## src/rtl/blake_round_ctrl_pkg.sv

```systemverilog
// Shared constants, state encoding and helpers for the BLAKE-512 round sequencer.
package blake_round_ctrl_pkg;

  localparam int DEF_ROUNDS  = 16;
  localparam int DEF_T_W     = 128;
  localparam int BLOCK_BITS  = 1024;
  localparam int BITS_W      = 11;

  typedef enum logic [2:0] {
    IDLE     = 3'd0,
    LOAD     = 3'd1,
    ROUND    = 3'd2,
    WAIT_BLK = 3'd3,
    FIN      = 3'd4
  } state_e;

  // A block never contributes more than one full block of bits to the counter.
  function automatic logic [BITS_W-1:0] clamp_bits(input logic [BITS_W-1:0] bits);
    return (bits > BITS_W'(BLOCK_BITS)) ? BITS_W'(BLOCK_BITS) : bits;
  endfunction

endpackage

```

## src/rtl/blake_round_ctrl_if.sv

```systemverilog
// Message-block handshake between the block source and the round sequencer.
interface blake_round_ctrl_if;
  import blake_round_ctrl_pkg::*;

  logic              blk_valid;
  logic              blk_ready;
  logic              blk_last;
  logic [BITS_W-1:0] blk_bits;

  modport master (
    output blk_valid,
    output blk_last,
    output blk_bits,
    input  blk_ready
  );

  modport slave (
    input  blk_valid,
    input  blk_last,
    input  blk_bits,
    output blk_ready
  );

endinterface

```

## src/rtl/blake_round_ctrl_t_counter.sv

```systemverilog
// BLAKE-512 bit counter t: loads on the first block, accumulates clamped block sizes,
// flags padding-only blocks, and records oversized blocks in a sticky error bit.
module blake_round_ctrl_t_counter
  import blake_round_ctrl_pkg::*;
#(
  parameter int T_W = DEF_T_W
) (
  input  logic              clk,
  input  logic              rstb,
  input  logic              clr,
  input  logic              start,
  input  logic              accum,
  input  logic [BITS_W-1:0] bits,
  output logic [T_W-1:0]    t_ctr,
  output logic              t_null,
  output logic              err
);

  logic [T_W-1:0]    t_q;
  logic [BITS_W-1:0] bits_c;
  logic [T_W-1:0]    bits_ext;

  assign bits_c   = clamp_bits(bits);
  assign bits_ext = T_W'(bits_c);

  // Counter, null flag and sticky error update on each accepted block; cleared after the message.
  always_ff @(posedge clk) begin
    if (rstb) begin
      t_q    <= '0;
      t_null <= 1'b0;
      err    <= 1'b0;
    end else begin
      if (clr) begin
        t_q    <= '0;
        t_null <= 1'b0;
      end else if (start) begin
        t_q <= bits_ext;
      end else if (accum) begin
        t_q <= t_q + bits_ext;
      end
      if (start || accum) begin
        t_null <= (bits == '0);
        if (bits > BITS_W'(BLOCK_BITS)) err <= 1'b1;
      end
    end
  end

  // A padding-only block is compressed with a zero counter, while t itself keeps its value.
  assign t_ctr = t_null ? '0 : t_q;

endmodule

```

## src/rtl/blake_round_ctrl.sv

```systemverilog
// Round sequencer for the BLAKE-512 compression datapath and its finalize stage.
//
//  state    | meaning
//  IDLE     | no message in flight, ready for the first block
//  LOAD     | v loaded from h, salt, constants and t (v_init)
//  ROUND    | column/diagonal half-rounds, two cycles per round
//  WAIT_BLK | block done, message not finished, ready for next block
//  FIN      | last block done, finalize output register loads
module blake_round_ctrl
  import blake_round_ctrl_pkg::*;
#(
  parameter int ROUNDS = DEF_ROUNDS,
  parameter int T_W    = DEF_T_W
) (
  input  logic                  clk,
  input  logic                  rstb,
  blake_round_ctrl_if.slave     blk,
  output logic                  init_round,
  output logic                  v_init,
  output logic [3:0]            round_idx,
  output logic                  step,
  output logic                  count_done,
  output logic                  rdy_from_counter,
  output logic [T_W-1:0]        t_ctr,
  output logic                  t_null,
  output logic                  busy,
  output logic                  err
);

  state_e     state;
  logic [3:0] round_q;
  logic       step_q;
  logic       last_q;
  logic       can_accept;
  logic       accept;
  logic       last_cyc;

  assign can_accept    = (state == IDLE) || (state == WAIT_BLK);
  assign blk.blk_ready = can_accept && !rstb;
  assign accept        = blk.blk_valid && blk.blk_ready;
  assign last_cyc      = (state == ROUND) && (round_q == 4'(ROUNDS - 1)) && step_q;

  // Sequencer state plus round/step counters; blk_last is latched at accept for the whole block.
  always_ff @(posedge clk) begin
    if (rstb) begin
      state   <= IDLE;
      round_q <= '0;
      step_q  <= 1'b0;
      last_q  <= 1'b0;
    end else begin
      case (state)
        IDLE, WAIT_BLK: begin
          if (accept) begin
            last_q <= blk.blk_last;
            state  <= LOAD;
          end
        end
        LOAD: begin
          round_q <= '0;
          step_q  <= 1'b0;
          state   <= ROUND;
        end
        ROUND: begin
          step_q <= ~step_q;
          if (last_cyc) begin
            round_q <= '0;
            state   <= last_q ? FIN : WAIT_BLK;
          end else if (step_q) begin
            round_q <= round_q + 4'd1;
          end
        end
        FIN:     state <= IDLE;
        default: state <= IDLE;
      endcase
    end
  end

  // Pulses are decoded from registered state and suppressed during a reset cycle.
  assign init_round       = accept && (state == IDLE);
  assign v_init           = (state == LOAD) && !rstb;
  assign count_done       = last_cyc && !rstb;
  assign rdy_from_counter = (state == FIN) && !rstb;
  assign busy             = (state != IDLE);
  assign round_idx        = round_q;
  assign step             = step_q;

  blake_round_ctrl_t_counter #(.T_W(T_W)) u_t_counter (
    .clk    (clk),
    .rstb   (rstb),
    .clr    (state == FIN),
    .start  (accept && (state == IDLE)),
    .accum  (accept && (state == WAIT_BLK)),
    .bits   (blk.blk_bits),
    .t_ctr  (t_ctr),
    .t_null (t_null),
    .err    (err)
  );

endmodule

```

## src/flat_wrapper.sv

```systemverilog
// flat-port wrapper written by rule: the top's interface ports become plain ports
module blake_round_ctrl_flat import blake_round_ctrl_pkg::*;
#(
  parameter int ROUNDS = DEF_ROUNDS,
  parameter int T_W    = DEF_T_W
)
  (clk, rstb, init_round, v_init, round_idx, step, count_done, rdy_from_counter, t_ctr, t_null, busy, err, blk_blk_valid, blk_blk_last, blk_blk_bits, blk_blk_ready);
  blake_round_ctrl_if blk_i ();
  input  logic clk;
  input  logic rstb;
  output logic init_round;
  output logic v_init;
  output logic [3:0] round_idx;
  output logic step;
  output logic count_done;
  output logic rdy_from_counter;
  output logic [T_W-1:0] t_ctr;
  output logic t_null;
  output logic busy;
  output logic err;
  input wire logic [$bits(blk_i.blk_valid)-1:0] blk_blk_valid;
  input wire logic [$bits(blk_i.blk_last)-1:0] blk_blk_last;
  input wire logic [$bits(blk_i.blk_bits)-1:0] blk_blk_bits;
  output wire logic [$bits(blk_i.blk_ready)-1:0] blk_blk_ready;
  assign blk_i.blk_valid = blk_blk_valid;
  assign blk_i.blk_last = blk_blk_last;
  assign blk_i.blk_bits = blk_blk_bits;
  assign blk_blk_ready = blk_i.blk_ready;
  blake_round_ctrl #(.ROUNDS(ROUNDS), .T_W(T_W)) u_core (.clk(clk), .rstb(rstb), .blk(blk_i), .init_round(init_round), .v_init(v_init), .round_idx(round_idx), .step(step), .count_done(count_done), .rdy_from_counter(rdy_from_counter), .t_ctr(t_ctr), .t_null(t_null), .busy(busy), .err(err));
endmodule
```

## config.mk

```make
export PLATFORM = sky130hd
export DESIGN_NAME = blake_round_ctrl_flat
export DESIGN_NICKNAME = d
export VERILOG_FILES = /design/src/rtl/blake_round_ctrl_pkg.sv /design/src/rtl/blake_round_ctrl_if.sv /design/src/rtl/blake_round_ctrl_t_counter.sv /design/src/rtl/blake_round_ctrl.sv /design/src/flat_wrapper.sv
export SDC_FILE = /design/constraint.sdc
export NUM_CORES = 1
export LEC_CHECK = 0
export ABC_CLOCK_PERIOD_IN_PS = 3600
export CELL_PAD_IN_SITES_DETAIL_PLACEMENT = 1
export CELL_PAD_IN_SITES_GLOBAL_PLACEMENT = 2
export CORE_MARGIN = 2
export CORE_UTILIZATION = 27
export DETAILED_ROUTE_END_ITERATION = 6
export MAX_ROUTING_LAYER = met4
export PLACE_DENSITY_LB_ADDON = 0.3
export SYNTH_ARGS = -nofsm -noshare
export SYNTH_HDL_FRONTEND = slang
export SYNTH_SLANG_ARGS = --single-unit
```

## constraint.sdc

```tcl
create_clock -name clk -period 3.6 [get_ports clk]
set_clock_uncertainty 0.2 [all_clocks]
set_input_delay 0.72 -clock clk [delete_from_list [all_inputs] [get_ports clk]]
set_output_delay 0.72 -clock clk [all_outputs]
set_load 0.03 [all_outputs]
```

==> impl_table.tex <==
\begin{tabular}{lr}
\hline
Metric & Value \\
\hline
\multicolumn{2}{l}{\textbf{Synth}} \\
Share of async-settable or async-resettable flops after synthesis & 0\% \\
Predominant post-synthesis flop cell & sky130\_fd\_sc\_hd\_\_dfxtp\_1 \\
Post-synth EDFFs & 0 \\
Sequential element share of the synthesized area & around a third \\
Synthesized netlist cell count & around 1100 \\
Flip-flop and latch count after synthesis & $\sim$140 \\
Number of distinct standard cells referenced by the synthesized netlist & 60 \\
Post-Synthesis Cell Area & between 8000 and 9000 um2 \\
Synthesized netlist net count & roughly 1100 \\
Syn Area/Cell & 7.79 um2 \\
Number of warning messages in the yosys log & 0 \\
\multicolumn{2}{l}{\textbf{Global route}} \\
Aggregate global-route resource usage & around a fifth \\
Wire length of the first global-routing pass & roughly 50000 um \\
Via count of the first global-routing pass & 8845 \\
Total congestion overflow after global routing & 0 \\
Pin count of the biggest net entering global routing & between 50 and 60 \\
Number of antenna violations at the first check in global routing & 0 \\
\multicolumn{2}{l}{\textbf{Critical path}} \\
Worst path cell trace & clkdlybuf4s50\_1 -> nor2b\_4 -> fa\_2 -> a21o\_1 -> a311oi\_4 -> or3\_4 -> a2111oi\_4 -> buf\_4 -> buf\_8 -> nand4\_1 -> or3\_4 -> a21oi\_2 \\
Crit path DAT & $\sim$3.7 ns \\
Critical path's largest stage delay & roughly 0.49 ns \\
Kind of end point of the critical path & register \\
Category of the worst setup path launch point & input port \\
CP Buf/Inv Count & 3 \\
Crit path required time & 3.77 ns \\
Gate family responsible for the most delay along the worst path & simple AND/OR/NAND/NOR gates \\
CP Max Fanout & 3 \\
Top cell by count, worst path & sky130\_fd\_sc\_hd\_\_or3\_4 \\
CP max-delay cell & sky130\_fd\_sc\_hd\_\_clkdlybuf4s50\_1 \\
Type of the worst setup path & in2reg \\
\multicolumn{2}{l}{\textbf{Floorplanning}} \\
Starting density of the core & a little over a quarter \\
Placement Rows & 64 \\
Die footprint & roughly 32000 um2 \\
Number of I/O pins & roughly 160 \\
Y dimension of the die & about 180 um \\
Horizontal die dimension & about 180 um \\
Std-Cell Core Area & a little over 30000 um2 \\
\multicolumn{2}{l}{\textbf{Timing}} \\
Post-route worst setup slack & just under 0.08 ns \\
Slew headroom & between 30\% and 40\% \\
Number of failing hold endpoints at the final stage & 0 \\
Worst slew pin tran & approximately 0.93 ns \\
Endpoints failing setup & 0 \\
Max frequency & 284 MHz \\
Minimum clock period after layout & 3.52 ns \\
Final worst-path cycle share & between 90\% and 100\% \\
Max Transition Viols Final & 0 \\
Setup TNS after final layout & 0 ns \\
Final hold slack & about 0.28 ns \\
\multicolumn{2}{l}{\textbf{Route}} \\
Antenna Violating Nets Remaining & 0 \\
Number of DRC markers in iteration 0 & 366 \\
Routed wire length & 31300 um \\
DRC violation count after routing & 0 \\
DR vias/cell & approximately 5 \\
Vias after detailed routing & $\sim$8500 \\
Routed length per placed instance & around 18 um \\
DR pass1 iterations & 5 \\
\multicolumn{2}{l}{\textbf{Clock tree}} \\
Clock transition at path regs & about 0.07 ns \\
Worst-skew pair later-pin latency & between 0.4 and 0.5 ns \\
Clock buffer depth & 2 \\
CTS tree & yes \\
Number of buffers added by the clock tree synthesis step & 17 \\
H-tree levels & 4 \\
Clock Sink Count & 139 \\
Cell at the root of the clock tree & sky130\_fd\_sc\_hd\_\_clkbuf\_16 \\
\multicolumn{2}{l}{\textbf{Placement}} \\
Placer congestion estimate & $\sim$0.89 \\
Half-perimeter wire length of the detailed placement result & 23200 um \\
Port bufs & 155 \\
Cells after DPL & around 1700 \\
Placement Setup Slack & -0.735 ns \\
\multicolumn{2}{l}{\textbf{Flow run}} \\
Max cap viols & 0 \\
\multicolumn{2}{l}{\textbf{Pwr}} \\
Total power per unit cell area & between 300 and 400 nW/um2 \\
Maximum vdd drop & between 0.3 and 0.4 mV \\
Total power consumption of the routed design & between 4 and 5 mW \\
P\_leak & approximately 4.3 nW \\
\multicolumn{2}{l}{\textbf{Final layout}} \\
Area delta synth->final & 42.4\% \\
Count of nets after finishing & $\sim$1300 \\
Final non-filler cell total & between 1500 and 2000 \\
Highest-count cells in the layout ignoring fill and taps & sky130\_fd\_sc\_hd\_\_nor2\_1, sky130\_fd\_sc\_hd\_\_clkdlybuf4s50\_1, sky130\_fd\_sc\_hd\_\_dfxtp\_1 \\
Ant diodes & 0 \\
Commonest non-fill, non-tap cell in the layout & sky130\_fd\_sc\_hd\_\_nor2\_1 \\
Layout cell share with drive strength beyond 1 & between 10\% and 20\% \\
\multicolumn{2}{l}{\textbf{Min path}} \\
Worst min-delay path category & reg2reg \\
\multicolumn{2}{l}{\textbf{Outcome}} \\
Run status & completed \\
\hline
\end{tabular}
routing by layer:
metal / vias to the layer above / wire length [um] / track usage [%]
li1: 4197 / - / -
met1: 4146 / 15500 / 27.1
met2: 163 / 14200 / 30.9
met3: 27 / 1050 / 3.22
met4: 0 / 431 / 5.07
met5: - / 0 / -
sequential cells by signal, indices dropped and copies added (netlist names):
name / cells
u_core.last_q: 1
u_core.round_idx: 4
u_core.state: 3
u_core.step: 1
u_core.u_t_counter.err: 1
u_core.u_t_counter.t_null: 1
u_core.u_t_counter.t_q: 128
cells in the mapped netlist, types with 2 or more instances:
cell / number / share of area [%]
sky130_fd_sc_hd__nand2_1: 67 / 3.0
sky130_fd_sc_hd__o22ai_1: 4 / 0.30
sky130_fd_sc_hd__or2_2: 5 / 0.38
sky130_fd_sc_hd__and2_1: 12 / 0.90
sky130_fd_sc_hd__o211ai_1: 3 / 0.27
sky130_fd_sc_hd__buf_1: 3 / 0.14
sky130_fd_sc_hd__nand2b_1: 2 / 0.15
sky130_fd_sc_hd__o21ba_2: 3 / 0.36
sky130_fd_sc_hd__a211oi_1: 4 / 0.36
sky130_fd_sc_hd__o21a_1: 2 / 0.18
sky130_fd_sc_hd__nor3b_1: 2 / 0.18
sky130_fd_sc_hd__nand3_1: 53 / 3.2
sky130_fd_sc_hd__and2_0: 2 / 0.15
sky130_fd_sc_hd__a22oi_1: 5 / 0.45
sky130_fd_sc_hd__buf_2: 5 / 0.30
sky130_fd_sc_hd__inv_1: 14 / 0.63
sky130_fd_sc_hd__nand4_1: 59 / 4.4
sky130_fd_sc_hd__dfxtp_1: 139 / 33
sky130_fd_sc_hd__o31a_1: 2 / 0.21
sky130_fd_sc_hd__xnor2_1: 58 / 6.1
sky130_fd_sc_hd__a31oi_1: 5 / 0.38
sky130_fd_sc_hd__mux2i_1: 2 / 0.24
sky130_fd_sc_hd__and4_1: 18 / 1.9
sky130_fd_sc_hd__nand4b_1: 2 / 0.21
sky130_fd_sc_hd__nor3_1: 35 / 2.1
sky130_fd_sc_hd__o2111ai_1: 3 / 0.32
sky130_fd_sc_hd__a21oi_1: 37 / 2.2
sky130_fd_sc_hd__clkbuf_1: 38 / 1.7
sky130_fd_sc_hd__a2111oi_4: 2 / 0.66
sky130_fd_sc_hd__nor4b_1: 3 / 0.32
sky130_fd_sc_hd__a21o_1: 6 / 0.54
sky130_fd_sc_hd__and3_1: 30 / 2.3
sky130_fd_sc_hd__ha_1: 12 / 1.8
sky130_fd_sc_hd__o211a_1: 2 / 0.24
sky130_fd_sc_hd__nor2_1: 156 / 7.0
sky130_fd_sc_hd__or4_1: 2 / 0.18
sky130_fd_sc_hd__xor2_1: 52 / 5.5
sky130_fd_sc_hd__or3_1: 18 / 1.4
sky130_fd_sc_hd__o21ai_0: 23 / 1.4
sky130_fd_sc_hd__nor2b_1: 135 / 10
sky130_fd_sc_hd__nor4_1: 23 / 1.7
kinds of logic (layout without fill, tap and decap cells):
logic type,Yosys count,in the layout,synth area share (%)
multiplexers,2,2,0.241
AND/OR/NAND/NOR,635,635,41.2
buffers and inverters,61,309,2.85
flip-flops,139,139,33.5
AO/OA/AOI/OAI,107,107,8.58
adder cells (fa/ha/maj),13,13,2.05
XOR/XNOR,110,110,11.6
worst reg2reg max path, delay by kind of cell (launching register included):
kind	cells	cell delay, ns
fa+ha+maj	2	0.35
buf+inv	2	0.31
simple gates	3	1.00
compound gates	4	0.78
flops	1	0.40
path summary, 6_finish.rpt:
path | startpoint | slack (ns) | cells past startpoint | to
worst min register to register | u_core.u_t_counter.err$_SDFFE_PP0P_ | 0.28 | 2 | u_core.u_t_counter.err$_SDFFE_PP0P_
worst max register to register | u_core.u_t_counter.t_q[0]$_SDFFE_PP0P_ | 0.51 | 11 | u_core.u_t_counter.t_q[106]$_SDFFE_PP0P_
worst min-delay path | u_core.u_t_counter.err$_SDFFE_PP0P_ | 0.28 | 2 | u_core.u_t_counter.err$_SDFFE_PP0P_
worst max-delay path | blk_blk_bits[1] | 0.08 | 12 | u_core.u_t_counter.t_q[106]$_SDFFE_PP0P_
where the power goes:
group	internal, mW	switching, mW	total [mW]
clock network	1.38	0.762	2.14
logic	0.328	0.473	0.801
registers	1.57	0.0402	1.61
total	3.28	1.28	4.56
what timing repair did:
item | 4_1_cts | 5_1_grt
hold buffers | 0 | 0
buffers inserted | 1 | 4
cloned | 0 | 0
setup endpoints to repair | 43 | 41
gates resized for setup | 6 | 20
pin swaps | 1 | 9
through the flow:
stage               util (%)  cell area (um2)
global route            38.9            11800
floorplan                  -             8320
CTS                     38.5            11700
finish                  38.9            11800
global placement        36.1            11000
detailed placement      36.1            11000
area by class of cell:
class / instances / area, um2
clock buffers: 19 / 433
clock inverters: 13 / 263
fillers: 3644 / 18600
inverters: 14 / 52.6
multi-input cells: 867 / 5400
flip-flops and latches: 139 / 2790
well taps: 396 / 495
repair buffers: 263 / 2400
Note: power is estimated with default switching activity, not from simulation.
